`src/rtl/palette_pkg.sv`:
```
// Shared types for the sprite palette lookup arbiter: colour word, palette depth, controller states.
package palette_pkg;

  typedef logic [11:0] rgb12_t;

  localparam int PAL_DEPTH = 16;
  localparam int IDX_W     = 4;

  typedef enum logic {INIT, RUN} pal_state_t;

  // Index 0 is reserved as the see-through colour in every bank.
  function automatic logic is_transparent(input logic [IDX_W-1:0] idx);
    return (idx == '0);
  endfunction

endpackage

```
`src/rtl/palette_lookup_arbiter_if.sv`:
```
// Lookup request/response and palette config buses between requesters, loader and the palette arbiter.
interface palette_lookup_arbiter_if #(
  parameter int NREQ   = 4,
  parameter int BANK_W = 2
);
  localparam int ID_W = (NREQ > 1) ? $clog2(NREQ) : 1;

  logic [NREQ-1:0]                    req_valid;
  logic [NREQ-1:0]                    req_ready;
  logic [NREQ*BANK_W-1:0]             req_bank;
  logic [NREQ*palette_pkg::IDX_W-1:0] req_index;

  logic            rsp_valid;
  logic [ID_W-1:0] rsp_id;
  logic [3:0]      red;
  logic [3:0]      green;
  logic [3:0]      blue;
  logic            rsp_transparent;

  logic                        cfg_wr_valid;
  logic                        cfg_wr_ready;
  logic [BANK_W-1:0]           cfg_bank;
  logic [palette_pkg::IDX_W-1:0] cfg_index;
  palette_pkg::rgb12_t         cfg_rgb;

  modport master (
    output req_valid, req_bank, req_index, cfg_wr_valid, cfg_bank, cfg_index, cfg_rgb,
    input  req_ready, rsp_valid, rsp_id, red, green, blue, rsp_transparent, cfg_wr_ready
  );

  modport slave (
    input  req_valid, req_bank, req_index, cfg_wr_valid, cfg_bank, cfg_index, cfg_rgb,
    output req_ready, rsp_valid, rsp_id, red, green, blue, rsp_transparent, cfg_wr_ready
  );

endinterface

```
`src/rtl/rr_arbiter.sv`:
```
// Round-robin picker: first asserted request at or after ptr (mod N); purely combinational.
module rr_arbiter #(
  parameter  int N = 4,
  localparam int W = (N > 1) ? $clog2(N) : 1
) (
  input  logic [N-1:0] req,
  input  logic [W-1:0] ptr,
  output logic [N-1:0] gnt,
  output logic [W-1:0] gnt_idx,
  output logic         any_gnt
);

  logic [W:0]   sum;
  logic [W-1:0] pos;

  always_comb begin
    gnt     = '0;
    gnt_idx = '0;
    any_gnt = 1'b0;
    sum     = '0;
    pos     = '0;
    for (int k = 0; k < N; k++) begin
      sum = {1'b0, ptr} + (W+1)'(k);
      if (sum >= (W+1)'(N)) sum = sum - (W+1)'(N);
      pos = sum[W-1:0];
      if (!any_gnt && req[pos]) begin
        any_gnt  = 1'b1;
        gnt_idx  = pos;
        gnt[pos] = 1'b1;
      end
    end
  end

endmodule

```
`src/rtl/palette_lookup_arbiter.sv`:
```
// Banked writable sprite palette shared by NREQ requesters; one lookup or config write per cycle,
// lookup response registered 1 cycle after the transfer, no response back-pressure.
module palette_lookup_arbiter
  import palette_pkg::*;
#(
  parameter int NREQ     = 4,
  parameter int NBANK    = 4,
  parameter int BANK_W   = 2,
  parameter int MAX_WAIT = 8
) (
  input logic Clk,
  input logic Reset_n,
  palette_lookup_arbiter_if.slave bus
);

  localparam int ID_W   = (NREQ > 1) ? $clog2(NREQ) : 1;
  localparam int ADDR_W = BANK_W + IDX_W;
  localparam int WAIT_W = $clog2(MAX_WAIT + 1);
  localparam logic [ADDR_W-1:0] LAST_ADDR = ADDR_W'(NBANK * PAL_DEPTH - 1);
  localparam logic [WAIT_W-1:0] WAIT_MAX  = WAIT_W'(MAX_WAIT);

  pal_state_t        state_q, state_d;
  logic              run;
  logic [ADDR_W-1:0] clr_cnt_q;
  logic [ID_W-1:0]   rr_ptr_q;
  logic [WAIT_W-1:0] wait_cnt_q;

  logic [NREQ-1:0]   arb_gnt;
  logic [ID_W-1:0]   arb_idx;
  logic              arb_any;
  logic              cfg_win;
  logic              lkp_win;
  logic [BANK_W-1:0] lkp_bank;
  logic [IDX_W-1:0]  lkp_index;

  rgb12_t            pal_mem [NBANK*PAL_DEPTH];
  logic              mem_we;
  logic [ADDR_W-1:0] mem_waddr;
  rgb12_t            mem_wdat;
  rgb12_t            rd_q;
  logic              rd_vld_q;
  logic              rsp_vld_q;
  logic              rsp_transp_q;
  logic [ID_W-1:0]   rsp_id_q;

  rr_arbiter #(.N(NREQ)) u_arb (
    .req     (bus.req_valid),
    .ptr     (rr_ptr_q),
    .gnt     (arb_gnt),
    .gnt_idx (arb_idx),
    .any_gnt (arb_any)
  );

  always_ff @(posedge Clk or negedge Reset_n) begin
    if (!Reset_n) state_q <= INIT;
    else          state_q <= state_d;
  end

  always_comb begin
    state_d = state_q;
    run     = 1'b0;
    case (state_q)
      INIT:    if (clr_cnt_q == LAST_ADDR) state_d = RUN;
      RUN:     run = 1'b1;
      default: state_d = INIT;
    endcase
  end

  // A waiting config write only pre-empts lookups once it has been starved MAX_WAIT cycles.
  assign cfg_win = run && bus.cfg_wr_valid && (!arb_any || wait_cnt_q == WAIT_MAX);
  assign lkp_win = run && arb_any && !cfg_win;

  assign bus.req_ready    = lkp_win ? arb_gnt : '0;
  assign bus.cfg_wr_ready = cfg_win;

  always_comb begin
    lkp_bank  = '0;
    lkp_index = '0;
    for (int i = 0; i < NREQ; i++) begin
      if (arb_gnt[i]) begin
        lkp_bank  = bus.req_bank[i*BANK_W +: BANK_W];
        lkp_index = bus.req_index[i*IDX_W +: IDX_W];
      end
    end
  end

  always_ff @(posedge Clk or negedge Reset_n) begin
    if (!Reset_n) begin
      clr_cnt_q  <= '0;
      rr_ptr_q   <= '0;
      wait_cnt_q <= '0;
    end else begin
      if (state_q == INIT) clr_cnt_q <= clr_cnt_q + ADDR_W'(1);
      if (lkp_win) rr_ptr_q <= (arb_idx == ID_W'(NREQ - 1)) ? '0 : arb_idx + ID_W'(1);
      if (cfg_win || !bus.cfg_wr_valid || !run) wait_cnt_q <= '0;
      else if (wait_cnt_q != WAIT_MAX)          wait_cnt_q <= wait_cnt_q + WAIT_W'(1);
    end
  end

  assign mem_we    = (state_q == INIT) || cfg_win;
  assign mem_waddr = (state_q == INIT) ? clr_cnt_q : {bus.cfg_bank, bus.cfg_index};
  assign mem_wdat  = (state_q == INIT) ? '0 : bus.cfg_rgb;

  always_ff @(posedge Clk) begin
    if (mem_we)  pal_mem[mem_waddr] <= mem_wdat;
    if (lkp_win) rd_q <= pal_mem[{lkp_bank, lkp_index}];
  end

  // rd_q has no reset; rd_vld_q forces the colour outputs to 0 until the first lookup after reset.
  always_ff @(posedge Clk or negedge Reset_n) begin
    if (!Reset_n) begin
      rsp_vld_q    <= 1'b0;
      rd_vld_q     <= 1'b0;
      rsp_id_q     <= '0;
      rsp_transp_q <= 1'b0;
    end else begin
      rsp_vld_q <= lkp_win;
      if (lkp_win) begin
        rd_vld_q     <= 1'b1;
        rsp_id_q     <= arb_idx;
        rsp_transp_q <= is_transparent(lkp_index);
      end
    end
  end

  assign bus.rsp_valid       = rsp_vld_q;
  assign bus.rsp_id          = rsp_id_q;
  assign bus.rsp_transparent = rsp_transp_q;
  assign {bus.red, bus.green, bus.blue} = rd_vld_q ? rd_q : '0;

endmodule
```
`src/flat_wrapper.sv`:
```
// flat-port wrapper written by rule: the top's interface ports become plain ports
module palette_lookup_arbiter_flat import palette_pkg::*;
#(
  parameter int NREQ     = 4,
  parameter int NBANK    = 4,
  parameter int BANK_W   = 2,
  parameter int MAX_WAIT = 8
)
  (Clk, Reset_n, bus_req_valid, bus_req_bank, bus_req_index, bus_cfg_wr_valid, bus_cfg_bank, bus_cfg_index, bus_cfg_rgb, bus_req_ready, bus_rsp_valid, bus_rsp_id, bus_red, bus_green, bus_blue, bus_rsp_transparent, bus_cfg_wr_ready);
  palette_lookup_arbiter_if #(.NREQ(NREQ), .BANK_W(BANK_W)) bus_i ();
  input logic Clk;
  input logic Reset_n;
  input wire logic [$bits(bus_i.req_valid)-1:0] bus_req_valid;
  input wire logic [$bits(bus_i.req_bank)-1:0] bus_req_bank;
  input wire logic [$bits(bus_i.req_index)-1:0] bus_req_index;
  input wire logic [$bits(bus_i.cfg_wr_valid)-1:0] bus_cfg_wr_valid;
  input wire logic [$bits(bus_i.cfg_bank)-1:0] bus_cfg_bank;
  input wire logic [$bits(bus_i.cfg_index)-1:0] bus_cfg_index;
  input wire logic [$bits(bus_i.cfg_rgb)-1:0] bus_cfg_rgb;
  output wire logic [$bits(bus_i.req_ready)-1:0] bus_req_ready;
  output wire logic [$bits(bus_i.rsp_valid)-1:0] bus_rsp_valid;
  output wire logic [$bits(bus_i.rsp_id)-1:0] bus_rsp_id;
  output wire logic [$bits(bus_i.red)-1:0] bus_red;
  output wire logic [$bits(bus_i.green)-1:0] bus_green;
  output wire logic [$bits(bus_i.blue)-1:0] bus_blue;
  output wire logic [$bits(bus_i.rsp_transparent)-1:0] bus_rsp_transparent;
  output wire logic [$bits(bus_i.cfg_wr_ready)-1:0] bus_cfg_wr_ready;
  assign bus_i.req_valid = bus_req_valid;
  assign bus_i.req_bank = bus_req_bank;
  assign bus_i.req_index = bus_req_index;
  assign bus_i.cfg_wr_valid = bus_cfg_wr_valid;
  assign bus_i.cfg_bank = bus_cfg_bank;
  assign bus_i.cfg_index = bus_cfg_index;
  assign bus_i.cfg_rgb = bus_cfg_rgb;
  assign bus_req_ready = bus_i.req_ready;
  assign bus_rsp_valid = bus_i.rsp_valid;
  assign bus_rsp_id = bus_i.rsp_id;
  assign bus_red = bus_i.red;
  assign bus_green = bus_i.green;
  assign bus_blue = bus_i.blue;
  assign bus_rsp_transparent = bus_i.rsp_transparent;
  assign bus_cfg_wr_ready = bus_i.cfg_wr_ready;
  palette_lookup_arbiter #(.NREQ(NREQ), .NBANK(NBANK), .BANK_W(BANK_W), .MAX_WAIT(MAX_WAIT)) u_core (.Clk(Clk), .Reset_n(Reset_n), .bus(bus_i));
endmodule
```
`config.mk`:
```
export PLATFORM = sky130hd
export DESIGN_NAME = palette_lookup_arbiter_flat
export DESIGN_NICKNAME = d
export VERILOG_FILES = /design/src/rtl/palette_pkg.sv /design/src/rtl/palette_lookup_arbiter_if.sv /design/src/rtl/rr_arbiter.sv /design/src/rtl/palette_lookup_arbiter.sv /design/src/flat_wrapper.sv
export SDC_FILE = /design/constraint.sdc
export NUM_CORES = 1
export LEC_CHECK = 0
export BUFFER_PORTS_ARGS = -buffer_cell sky130_fd_sc_hd__buf_4
export CAP_MARGIN = 10
export CORE_ASPECT_RATIO = 1.1
export CORE_MARGIN = 5
export CORE_UTILIZATION = 40
export DETAILED_ROUTE_END_ITERATION = 6
export PLACE_DENSITY = 0.53
export SLEW_MARGIN = 10
export SYNTH_ARGS = -nofsm -noshare
export SYNTH_HDL_FRONTEND = slang
export SYNTH_HIERARCHICAL = 1
export SYNTH_SLANG_ARGS = --single-unit
```
`constraint.sdc`:
```
create_clock -name Clk -period 5.2 [get_ports Clk]
set_clock_uncertainty 0.15 [all_clocks]
set_input_delay 0.52 -clock Clk [delete_from_list [all_inputs] [get_ports Clk]]
set_output_delay 0.52 -clock Clk [all_outputs]
set_load 0.01 [all_outputs]
```
==> results.ini <==
[global_routing]
grt_pass1_vias=20904
grt_antenna_before_repair=6
grt_max_degree=85
grt_use_total_pct=22.13
grt-ovfl-total=0
grt_pass1_wl_um=142000

[place]
place_hpwl_um=61670
place_congestion=0.8798
port_buffers=69

[die]
ios=70
die_area_um2=87340
die_w_um=282.2
rows=109
start_util_pct=40.46
die_y_um=309.5
design.core.area_um2=80600

[power]
p_sw_w=0.003487
power_density_nw_per_um2=371.9
cell_internal_pwr_w=0.01121
seq_power_share_pct=47.4
swShare_pct=23.73
irDropWorstVdd_uv=308.8
clkPwrFrac_pct=41.6
p_leak_nw=13.15
pwr-share-comb_pct=11.1
power.total_w=0.01469

[routing]
vias_per_cell=5.630
route.met2.wl_um=47480
wl_met3_um=7203
ant_nets=0
finalWirelength_um=99130
met1_length_um=41140
wire_per_inst_um=26.07
top_layer=met5
num_vias=21404
remaining_drc_errors=0
dr.pass1.iters=5
first_iter_violations=2039

[min_path]
hp-class=in2reg

[synth]
synthAdderAreaFrac_pct=0.3453
synthSimpleGateAreaFrac_pct=14.95
async_flop_share_pct=2.256
ys_seq_elements=798
synth-compound-area-share_pct=4.462
synth_area_per_cell_um2=13.62
netlist_area_um2=32610
synth_top_family_by_area=simple AND/OR/NAND/NOR gates
ys.warnings.count=6
synth_nets=2452
yosys.area_share.xor_xnor_pct=0.1880
synth.mux.area_fraction_pct=4.581
ys_types=53
synthFlopType=edfxtp_1
ys_seq_area_share_pct=73.20
synth_edf_count=780
netlist_instances=2394

[timing]
relSlewSlack_pct=32.25
worst-slew-pin-transition_ps=1016
slew_violations=0
setup_violations=0
min_period_ps=5138
fmax_mhz=194.6
setup_tns_ps=0
fin_crit_sh_pct=98.80
hold_violations=0

[clocking]
numCtsBuffers=86
cts_tree=built
clkSinkCount=798
clkTransAtPathRegs_ps=60
htreeDepth=3
clk_latency_ps=630
cts_root_buf=clkbuf_16
clk_path_buf_depth=3

[finish]
final_common_cell=edfxtp_1
drive_gt1_share_pct=19.40
syn_to_final_growth_pct=21.16
nets=2737
layout_common_cells=edfxtp_1, nand2_1, buf_4

[worst_setup_path]
required_ps=5430
crit_family=compound AO/OA/AOI/OAI gates
cp.buffers_inverters=6
path_class=reg2reg
worst_path_most_repeated_cell=buf_4
cp-start-kind=flip-flop
crit_arrival_ps=5370
worstPathCellList=buf_4 > mux4_2 > nor4b_4 > a22oi_1 > o21ai_4 > buf_6 > and3b_1 > o221a_4 > buf_12 > buf_4 > buf_4 > nand2_1 > nand2_1 > a2111oi_1 > buf_4 > o2111ai_1 > or3_1
crit_fanout=13
crit_path_end_kind=flip-flop
critical_path.max_stage_delay_ps=620
cp_slowest_cell=mux4_2

[run_status]
outcome=finished clean

[job]
maxCapViolCount=0

[metal layers]
| metal | up-vias | GRT usage [%] |
|---|---|---|
| li1 | 9625 | - |
| met1 | 10826 | 30.13 |
| met2 | 803 | 36.02 |
| met3 | 146 | 4.380 |
| met4 | 4 | 7.422 |
| met5 | - | 0 |
[through the flow]
step / worst slack (ps) / util [%] / cell area, um^2 / hold slack [ps] / cells
after floorplan: 701.3 / - / 32610 / 74.41 / 2394
after global placement: -401.6 / 45.20 / 36430 / 254.8 / 3635
after detailed placement: -576.6 / 45.20 / 36430 / 259.8 / 3635
after CTS: 14.71 / 48.78 / 39310 / 65.12 / 3792
after global routing: -31.52 / 49.02 / 39510 / 122.1 / 3801
final: 62.50 / 49.02 / 39510 / 99.85 / 3802
[worst paths after layout]
| check | slack (ps) | startpoint | endpoint | cells after the start |
|---|---|---|---|---|
| min in group asynchronous | 160 | Reset_n | u_core/bus.rsp_id[0] | 2 |
| worst max-delay path | 60 | u_core/rr_ptr_q[0] | u_core/rd_q[11] | 17 |
| worst min register to register | 340 | u_core/wait_cnt_q[0] | u_core/wait_cnt_q[0] | 1 |
| worst max register to register | 60 | u_core/rr_ptr_q[0] | u_core/rd_q[11] | 17 |
| max in group asynchronous | 4530 | Reset_n | u_core/state_q | 2 |
| worst min-delay path | 100 | bus_cfg_wr_valid | u_core/wait_cnt_q[1] | 3 |
[cell families after synthesis]
group / count (synthesis)
flops: 798
simple gates: 1086
fa+ha+maj: 9
mux: 143
buf+inv: 172
compound gates: 179
xor+xnor: 7
[sequential cells by signal, summed over array words and instances, names as in the netlist]
name	cells
u_core/wait_cnt_q	4
u_core/rr_ptr_q	2
u_core/clr_cnt_q	6
u_core/pal_mem	768
u_core/bus.rsp_id	2
u_core/rd_q	12
u_core/bus.rsp_transparent	1
u_core/rd_vld_q	1
u_core/state_q	1
u_core/bus.rsp_valid	1
[synthesized netlist by cell type, types with 7 or more instances]
| library cell | instances | area share, % |
|---|---|---|
| clkbuf_1 | 108 | 1.2 |
| nand2b_1 | 9 | 0.17 |
| o41ai_1 | 37 | 0.99 |
| nor3_1 | 133 | 2.0 |
| a22oi_1 | 9 | 0.21 |
| edfxtp_1 | 780 | 72 |
| o2111ai_1 | 12 | 0.32 |
| o21ai_0 | 7 | 0.11 |
| buf_1 | 12 | 0.14 |
| o22ai_1 | 26 | 0.50 |
| buf_2 | 28 | 0.43 |
| nand3_1 | 155 | 2.4 |
| inv_1 | 12 | 0.14 |
| nor2_1 | 80 | 0.92 |
| a2111oi_0 | 60 | 1.6 |
| nor2b_1 | 8 | 0.15 |
| or3_1 | 12 | 0.23 |
| nand2_1 | 554 | 6.4 |
| ha_1 | 9 | 0.35 |
| nand4_1 | 97 | 1.9 |
| dfrtp_1 | 18 | 1.4 |
| and2_1 | 28 | 0.54 |
| mux2i_1 | 135 | 4.1 |
| buf_4 | 8 | 0.18 |
[repair_timing]
item,4_1_cts,5_1_grt
endpoints found under the setup margin,12,12
pin swaps,0,2
gates cloned,0,2
endpoints found under the hold margin,18,0
hold buffers,1,0
gates resized for setup,9,25
setup buffers,0,7
[power groups by stage]
stage,registers (W),logic [W],clock network (W)
floorplan,0.00710,0.000822,0
global placement,0.00710,0.00157,0
detailed placement,0.00710,0.00158,0
CTS,0.00696,0.00159,0.00621
global route,0.00696,0.00174,0.00649
finish,0.00696,0.00163,0.00611
[final cells by class]
type / count / area, um^2
timing repair buffer: 357 / 3203
inverter: 12 / 45.04
multi-input combinational: 1424 / 8247
antenna: 1 / 2.502
clock buffer: 111 / 2338
clock inverter: 45 / 484.2
fill: 6932 / 41090
sequential: 798 / 23870
tap: 1054 / 1319
[worst register-to-register path: stages, from the launching register on]
cell	delay, ps
dfrtp_1	340
buf_4	220
mux4_2	620
nor4b_4	420
a22oi_1	180
o21ai_4	160
buf_6	200
and3b_1	220
o221a_4	340
buf_12	190
buf_4	190
buf_4	150
nand2_1	50
nand2_1	70
a2111oi_1	570
buf_4	200
o2111ai_1	190
or3_1	430
(Power assumes the default switching activity.)
